**config.mk**
```make
export PLATFORM = sky130hd
export DESIGN_NAME = branch_resolve
export DESIGN_NICKNAME = d
export VERILOG_FILES = /design/src/rtl/branch_resolve.sv
export SDC_FILE = /design/constraint.sdc
export NUM_CORES = 1
export LEC_CHECK = 0
export CORE_MARGIN = 3
export CORE_UTILIZATION = 46
export DETAILED_ROUTE_END_ITERATION = 8
export PLACE_DENSITY = 0.79
export SLEW_MARGIN = 5
export SYNTH_ARGS = -nofsm -noshare
export SYNTH_HDL_FRONTEND = slang
export SYNTH_SLANG_ARGS = --single-unit
```
**constraint.sdc**
```tcl
create_clock -name clk -period 7.05 [get_ports clk]
set_input_delay 1.41 -clock clk [delete_from_list [all_inputs] [get_ports clk]]
set_output_delay 1.41 -clock clk [all_outputs]
set_load 0.02 [all_outputs]
```
**src/rtl/branch_resolve.sv**
```systemverilog
// Execute-stage branch resolution unit. It works out the real outcome and
// target of each conditional branch, JAL and JALR, and compares them with the
// fetch-stage prediction. On a mismatch it redirects fetch and then ignores
// the wrong-path instructions that are still draining. Conditional branches
// also train the predictor, and the unit counts resolutions and mispredicts.
module branch_resolve #(
    parameter int SQUASH_CYCLES = 2,
    parameter int BP_INDEX_W    = 8
) (
    input  logic                  clk,
    input  logic                  rst,
    input  logic                  mstall,
    input  logic                  ex_valid,
    input  logic [6:0]            ex_opcode,
    input  logic [2:0]            ex_funct3,
    input  logic [31:0]           ex_rs1_val,
    input  logic [31:0]           ex_rs2_val,
    input  logic [31:0]           ex_imm,
    input  logic [31:0]           ex_pc,
    input  logic [31:0]           ex_pc_p4,
    input  logic                  ex_pred_taken,
    input  logic [31:0]           ex_pred_target,
    output logic                  mispredict,
    output logic [31:0]           override_addr,
    output logic [BP_INDEX_W-1:0] bp_w_addr,
    output logic                  bp_did_branch,
    output logic                  bp_we,
    output logic [31:0]           branch_count,
    output logic [31:0]           mispredict_count
);

    localparam logic [6:0] OP_BRANCH = 7'b1100011;
    localparam logic [6:0] OP_JAL    = 7'b1101111;
    localparam logic [6:0] OP_JALR   = 7'b1100111;

    typedef enum logic {
        IDLE,
        SQUASH
    } state_t;

    state_t      state;
    state_t      state_next;
    logic [3:0]  squash_cnt;
    logic [3:0]  squash_cnt_next;

    logic        is_branch;
    logic        is_jal;
    logic        is_jalr;
    logic        is_ctrl;
    logic        cond_taken;
    logic        actual_taken;
    logic [31:0] target;
    logic        wrong;
    logic        accept;
    logic        take_ctrl;
    logic        take_branch;
    logic        issue_mispredict;

    // Decode the class, evaluate the condition and target, and compare with the prediction
    always_comb begin
        is_branch  = 1'b0;
        is_jal     = 1'b0;
        is_jalr    = 1'b0;
        cond_taken = 1'b0;
        target     = ex_pc + ex_imm;

        if (ex_opcode == OP_BRANCH) begin
            is_branch = (ex_funct3 != 3'b010) && (ex_funct3 != 3'b011);
        end
        is_jal  = (ex_opcode == OP_JAL);
        is_jalr = (ex_opcode == OP_JALR);

        case (ex_funct3)
            3'b000:  cond_taken = (ex_rs1_val == ex_rs2_val);
            3'b001:  cond_taken = (ex_rs1_val != ex_rs2_val);
            3'b100:  cond_taken = ($signed(ex_rs1_val) <  $signed(ex_rs2_val));
            3'b101:  cond_taken = ($signed(ex_rs1_val) >= $signed(ex_rs2_val));
            3'b110:  cond_taken = (ex_rs1_val <  ex_rs2_val);
            3'b111:  cond_taken = (ex_rs1_val >= ex_rs2_val);
            default: cond_taken = 1'b0;
        endcase

        if (is_jalr) begin
            target = (ex_rs1_val + ex_imm) & 32'hFFFF_FFFE;
        end

        is_ctrl      = is_branch | is_jal | is_jalr;
        actual_taken = is_jal | is_jalr | (is_branch & cond_taken);
        wrong        = (actual_taken != ex_pred_taken) ||
                       (actual_taken && ex_pred_taken && (target != ex_pred_target));

        accept           = ex_valid && !mstall && (state == IDLE);
        take_ctrl        = accept && is_ctrl;
        take_branch      = accept && is_branch;
        issue_mispredict = take_ctrl && wrong;
    end

    // Next-state logic for the wrong-path squash window
    always_comb begin
        state_next      = state;
        squash_cnt_next = squash_cnt;
        case (state)
            IDLE: begin
                if (issue_mispredict) begin
                    state_next      = SQUASH;
                    squash_cnt_next = 4'(SQUASH_CYCLES);
                end
            end
            SQUASH: begin
                if (!mstall) begin
                    if (squash_cnt <= 4'd1) begin
                        state_next      = IDLE;
                        squash_cnt_next = 4'd0;
                    end else begin
                        squash_cnt_next = squash_cnt - 4'd1;
                    end
                end
            end
            default: begin
                state_next      = IDLE;
                squash_cnt_next = 4'd0;
            end
        endcase
    end

    // State register and squash counter
    always_ff @(posedge clk) begin
        if (rst) begin
            state      <= IDLE;
            squash_cnt <= 4'd0;
        end else begin
            state      <= state_next;
            squash_cnt <= squash_cnt_next;
        end
    end

    // Registered redirect, predictor writeback and counters
    always_ff @(posedge clk) begin
        if (rst) begin
            mispredict       <= 1'b0;
            override_addr    <= 32'd0;
            bp_w_addr        <= '0;
            bp_did_branch    <= 1'b0;
            bp_we            <= 1'b0;
            branch_count     <= 32'd0;
            mispredict_count <= 32'd0;
        end else begin
            mispredict <= issue_mispredict;
            bp_we      <= take_branch;
            if (issue_mispredict) begin
                override_addr    <= actual_taken ? target : ex_pc_p4;
                mispredict_count <= mispredict_count + 32'd1;
            end
            if (take_branch) begin
                bp_w_addr     <= ex_pc[BP_INDEX_W+1:2];
                bp_did_branch <= actual_taken;
            end
            if (take_ctrl) begin
                branch_count <= branch_count + 32'd1;
            end
        end
    end

endmodule

```
==> results of run 1 <==
power breakdown:
group	total (W)	switching, W	internal (W)
registers	0.000633	0.000000382	0.000632
clock network	0.000553	0.000290	0.000263
logic	0.000833	0.000474	0.000358
total	0.00202	0.000765	0.00125
cell usage in the layout (no fill, tap or decap), drive strengths merged, types with 10 or more instances in the layout:
cell type and instances:
clkdlybuf4s50 312, nor2 159, nand2 148, a21oi 122, dfxtp 112, ha 98, o21ai 82, inv 74
nand3 64, mux2i 53, xor2 48, buf 44, xnor2 41, nor3 40, nand4 39, and3 37
a21o 30, a211oi 29, o211ai 24, o21a 20, or3 20, mux2 19, and2 17, nand2b 15
o21bai 14, nor3b 14, or2 13, nor2b 11, a2111oi 11, o41ai 10
flip-flops by register name, summed over array words and instances, names as in the netlist:
signal / count
bp_did_branch: 1
branch_count: 32
state: 1
bp_we: 1
mispredict_count: 32
override_addr: 32
squash_cnt: 4
mispredict: 1
bp_w_addr: 8
through the flow:
step	setup TNS [ps]	setup WS, ps	util [%]	hold slack (ps)
after detailed placement	-7080	-166	61.2	477
after CTS	0	181	62.4	488
after floorplan	0	177	-	475
after global routing	0	93.8	62.5	511
after global placement	0	103	61.2	468
final	0	347	62.5	488
area by class of cell:
class | count | area (um^2)
fillers | 2256 | 9500
multi-input cells | 1332 | 9070
flip-flops and latches | 112 | 2240
inverters | 69 | 259
clock inverters | 7 | 96.3
clock buffers | 9 | 225
repair buffers | 356 | 3520
well taps | 330 | 413
what timing repair did:
item | in CTS | in global routing
endpoints found under the hold margin | 0 | 0
gates resized for setup | 0 | 3
endpoints found under the setup margin | 0 | 69
buffers inserted | 0 | 0
path summary, 6_finish.rpt:
kind                     from                to  slack [ps]
max            ex_rs2_val[17]     squash_cnt[2]         350
min          override_addr[3]  override_addr[3]         490
max reg2reg             state  branch_count[29]        3810
min reg2reg  override_addr[3]  override_addr[3]         490
worst min-delay path: stages, from the launching register on:
cell and delay, ps:
dfxtp_1 310, o21ai_1 70, a21oi_1 70
kinds of logic (layout without fill, tap and decap cells):
| logic type | after synthesis | after routing | share of synthesized area, % |
|---|---|---|---|
| AOI/OAI and AO/OA | 446 | 446 | 25.6 |
| buffers and inverters | 155 | 441 | 5.33 |
| DFF | 112 | 112 | 18.8 |
| adders and majority gates | 100 | 100 | 10.6 |
| xor gates and xnor gates | 91 | 91 | 6.92 |
| muxes | 72 | 72 | 6.35 |
| and+or+nand+nor | 623 | 623 | 26.4 |
per-layer routing:
layer	global-route usage (%)	vias up	wire (um)
li1	-	6483	-
met1	41.5	6310	19700
met2	50.6	634	20700
met3	7.03	94	3900
met4	10.8	2	1640
met5	0	-	13
==> impl_metrics.ini, run 1 <==
[run_status]
status = finished clean

[pwr]
irDropWorstVdd_uv = 137
leakage_nw = 6.16
powerDensity_mw_per_mm2 = 128
power_w = 0.00202

[floorplanning]
start_util_pct = 47.0
num_io_pins = 314
die_y_um = 167
coreArea_mm2 = 0.0253
floorplan.rows = 58
die_area_mm2 = 0.0279
die_x_um = 167

[cells_and_area]
final_cell_count_no_fill = 2215
area_growth_pct = 32.9
finish.instance_area_mm2 = 0.0158
layout-drive-gt1-share_pct = 6.31
diodes = 0
finalNetCount = 2187

[setup_path]
crit_type = input pin to flip-flop
cp.arrival_ps = 6960
cpMaxStageDelayCell = or4_1
crit_chain = clkdlybuf4s50_1 > inv_1 > ha_1 > a21oi_1 > o2111ai_1 > a221o_1 > a221oi_1 > buf_4 > a41oi_1 > buf_4 > mux2i_1 > or3_1 > a21oi_4 > ha_1 > a211o_1 > a221oi_2 > o2111ai_1 > a2111oi_2 > nand4_1 > or4_1 > o22a_1 > a32o_1
crit_family = compound AO/OA/AOI/OAI gates
path_max_fanout = 5
slowest_delay_ps = 570
path_buf_inv = 4
cp-start-kind = input pin
r2r_cells = 9
crit_cells = 22
critical_path_required_ps = 7310
cp-end-kind = flip-flop

[clocking]
cts_root_buf = clkbuf_16
cts.htree.levels = 3
numClockSinks = 112
cts-buffers-inserted = 9
cts_tree = built
clkSlewWorstSetupHoldPaths_ps = 80
clockBufferDepth = 2
clock_latency_ps = 370
ctsHoldBuffers = 0

[logic_synthesis]
syn_avg_cell_area_um2 = 7.45
synthTopCellsByCount = nor2_1, nand2_1, a21oi_1, dfxtp_1, ha_1
synthArstFlopShare_pct = 0
synth.largest_area_cell = dfxtp_1
netlist_instances = 1599
yosysSeqAreaShare_pct = 18.8
synthTopCellsByArea = dfxtp_1, ha_1, a21oi_1
synth_most_common_cell = nor2_1
ys_seq_elements = 112
synth_top_area_share_pct = 18.8
syn_nets = 1906
synthFlopType = dfxtp_1
synth.distinct_cells = 90
yosys_warnings = 0
netlist_area_mm2 = 0.0119
synth_edf_count = 0

[place]
gp_congestion = 1.01
place_area_mm2 = 0.0155
dp.cells = 2199
numPortBuffers = 313
hpwl_um = 37200

[hold_path]
hold_depth = 2
hold_path.class = flip-flop to flip-flop

[detailed_routing]
dr_total_vias = 13500
wl_um = 45900
drc = 0
viasPerCell = 6.11
firstDrtPassIters = 6
routedWlPerCell_um = 20.7
drtIter0Drc = 1373
ant_nets = 0

[sta]
fin_crit_sh_pct = 95.1
relSlewSlack_pct = 46.0
setup_viol = 0
hold_viol = 0
worstMarginPinSlew_ps = 802
fmax_mhz = 149
skew_ps = 14.4
rsz0062_at_grt = no
min_period_ps = 6700
maxSlewViolCount = 0

[grt]
grt_max_degree = 62
antenna_found_initial = 1
grt_pass1_vias = 12800
overflow = 0
grtUsageTotal_pct = 31.4
grt_pass1_wl_um = 70700

[flow_run]
drv_cap = 0
Note: power is estimated with default switching activity, not from simulation.
==> run 2: changes to the inputs <==
--- a/config.mk
+++ b/config.mk
@@ -7,6 +7,7 @@
 export LEC_CHECK = 0
 export CORE_MARGIN = 3
 export CORE_UTILIZATION = 46
+export CTS_CLUSTER_SIZE = 25
 export DETAILED_ROUTE_END_ITERATION = 8
 export PLACE_DENSITY = 0.79
 export SLEW_MARGIN = 5
==> results of run 2 <==
No change in the layout: final DEF, timing and power equal those of run 1.
==> run 3: changes to the inputs <==
--- a/config.mk
+++ b/config.mk
@@ -5,11 +5,12 @@
 export SDC_FILE = /design/constraint.sdc
 export NUM_CORES = 1
 export LEC_CHECK = 0
-export CORE_MARGIN = 3
+export CORE_MARGIN = 2
 export CORE_UTILIZATION = 46
 export CTS_CLUSTER_SIZE = 25
 export DETAILED_ROUTE_END_ITERATION = 8
 export PLACE_DENSITY = 0.79
+export RECOVER_POWER = 100
 export SLEW_MARGIN = 5
 export SYNTH_ARGS = -nofsm -noshare
 export SYNTH_HDL_FRONTEND = slang
==> constraint.sdc (replaced) <==
create_clock -name clk -period 5.7 [get_ports clk]
set_input_delay 1.14 -clock clk [delete_from_list [all_inputs] [get_ports clk]]
set_output_delay 1.14 -clock clk [all_outputs]
set_load 0.02 [all_outputs]
==> run 3 against run 2 <==
The run now ends with setup timing left. Combinational power is 36% higher. Die area is 2.4% lower. Critical path type unchanged. Highest routed layer is now met4. Cell count is 3.6% higher. Routed wire length is 1.9% higher. Design area is 7.9% higher. Sequential share of layout area is 1.0 points lower. Flip-flop and latch count stayed put. Non-clock buffer count is 79 higher.
==> impl_metrics.ini, run 3 (synthesis gave the netlist of run 1 again) <==
[sta]
fin_tns_setup_ps = -13840
rsz0062_at_grt = yes
worst_slack_ps = -277
skew_ps = 12.9
fmax_mhz = 167
relSlewSlack_pct = 49.0
fin_crit_sh_pct = 105
min_period_ps = 5980
worstMarginPinSlew_ps = 757
setup_viol = 70
worst_hold_slack_ps = 484
maxSlewViolCount = 0
hold_viol = 0

[detailed_routing]
drc = 0
dr_total_vias = 14000
firstDrtPassIters = 6
ant_nets = 0
viasPerCell = 6.09
wl_um = 46800
routedWlPerCell_um = 20.4
drtIter0Drc = 1264

[cells_and_area]
multi_input_area_mm2 = 0.00967
largestRegisters = branch_count: 32 flops, mispredict_count: 32 flops, override_addr: 32 flops
final_common_cell = nor2_1
diodes = 0
layout_common_cells = nor2_1, clkdlybuf4s50_1, nand2_1
final_cell_count_no_fill = 2295
fillers = 2124
finalNetCount = 2267
post-route-util_pct = 67.4
area_growth_pct = 43.3
layout-drive-gt1-share_pct = 16.5
regArea_mm2 = 0.00224

[grt]
antenna_found_initial = 0
grtUsageTotal_pct = 33.3
grt_pass1_vias = 13300
overflow = 0
grt_pass1_wl_um = 70900
grt_max_degree = 71

[setup_path]
startpoint = ex_rs2_val[31]
path_max_fanout = 9
r2r_cells = 10
cpMaxStageDelayCell = a311o_1
path_buf_inv = 4
crit_family = compound AO/OA/AOI/OAI gates
cpMostUsedCell = nand4_1
r2r_start = state
critical_path_required_ps = 5940
cp-start-kind = input pin
worst_r2r_endpoint = branch_count[29]
crit_chain = buf_6 > inv_4 > ha_4 > nand4_1 > nor3_4 > nand4_1 > a311o_1 > a21oi_2 > a41oi_2 > mux2i_1 > or3_4 > a21oi_4 > ha_4 > a211o_1 > a221oi_2 > o2111ai_2 > a2111oi_2 > nand4_1 > nor4_4 > buf_6 > a21oi_4 > clkbuf_16 > mux2i_1 > nor2_1
cp-end-kind = flip-flop
rrSetupSlack_ps = 2400
crit_type = input pin to flip-flop
cp.arrival_ps = 6220
slowest_delay_ps = 470

[clocking]
numClockSinks = 112
cts_tree = built
clockBufferDepth = 2
clkSlewWorstSetupHoldPaths_ps = 90
cts.htree.levels = 3
cts-buffers-inserted = 9
cts_root_buf = clkbuf_16
clock_latency_ps = 370

[hold_path]
hold_path_end = override_addr[5]
hold_path.class = flip-flop to flip-flop
hold_depth = 2
hold_start = override_addr[5]

[place]
gp_congestion = 1.03
dp.cells = 2265
hpwl_um = 37300
dp_slack_ps = -1020
numPortBuffers = 313

[floorplanning]
num_io_pins = 314
die_y_um = 165
coreArea_mm2 = 0.0253
start_util_pct = 47.0
die_x_um = 165
floorplan.rows = 58
die_area_mm2 = 0.0272

[pwr]
irDropWorstVdd_uv = 181
powerDensity_mw_per_mm2 = 152
leakage_nw = 7.06

[flow_run]
drv_cap = 0

[run_status]
status = finished with violations
violations = setup timing
==> run 3: cell type report <==
cell class / instances / area share (%)
Tap cell: 330 / 2.42
Clock inverter: 7 / 0.579
Multi-Input combinational cell: 1333 / 56.7
Timing Repair Buffer: 435 / 24.2
Sequential cell: 112 / 13.1
Inverter: 69 / 1.63
Clock buffer: 9 / 1.32
==> run 3: worst max path at each step <==
stage	slack, ps	depth (start not counted)	endpoint
floorplan	-290	24	mispredict_count[19]
global placement	-910	23	squash_cnt[2]
detailed placement	-1020	23	squash_cnt[2]
CTS	-90	22	squash_cnt[2]
global route	-450	24	override_addr[25]
finish	-280	24	override_addr[22]
==> run 3: what timing repair did <==
item	in CTS	in global routing
hold endpoints to repair	0	0
setup endpoints to repair	70	70
gates resized for setup	195	65
pin swaps	43	41
hold buffers	0	0
gates cloned	0	6
buffers inserted	4	5
==> run 3: per-layer routing <==
metal | vias up | part of all wire (%) | wire (um) | global-route usage, %
li1 | 6646 | - | - | -
met1 | 6580 | 41 | 19400 | 42.4
met2 | 640 | 46 | 21600 | 56.5
met3 | 103 | 8.6 | 4040 | 5.98
met4 | 0 | 3.7 | 1730 | 11.2
met5 | - | 0 | 0 | 0
==> run 3: worst register-to-register path, stage by stage, from the launching register on <==
cell and delay, ps:
dfxtp_1 380, nor3b_1 540, nor2b_1 200, clkbuf_1 420, and4_1 400, and2_0 290, nand2_1 170, nor2_1 230
nand2_1 130, or3_1 320, a21oi_1 160
==> run 3: power by group <==
| part | internal [W] | switching, W |
|---|---|---|
| logic | 0.000512 | 0.000623 |
| clock network | 0.000324 | 0.000354 |
| registers | 0.000782 | 0.000000449 |
==> run 3: metrics by stage <==
step | power [W] | instance area, um^2
floorplan | 0.00141 | 12100
global placement | 0.00186 | 16200
detailed placement | 0.00187 | 16200
CTS | 0.00257 | 16700
global route | 0.00273 | 17100
finish | 0.00260 | 17100
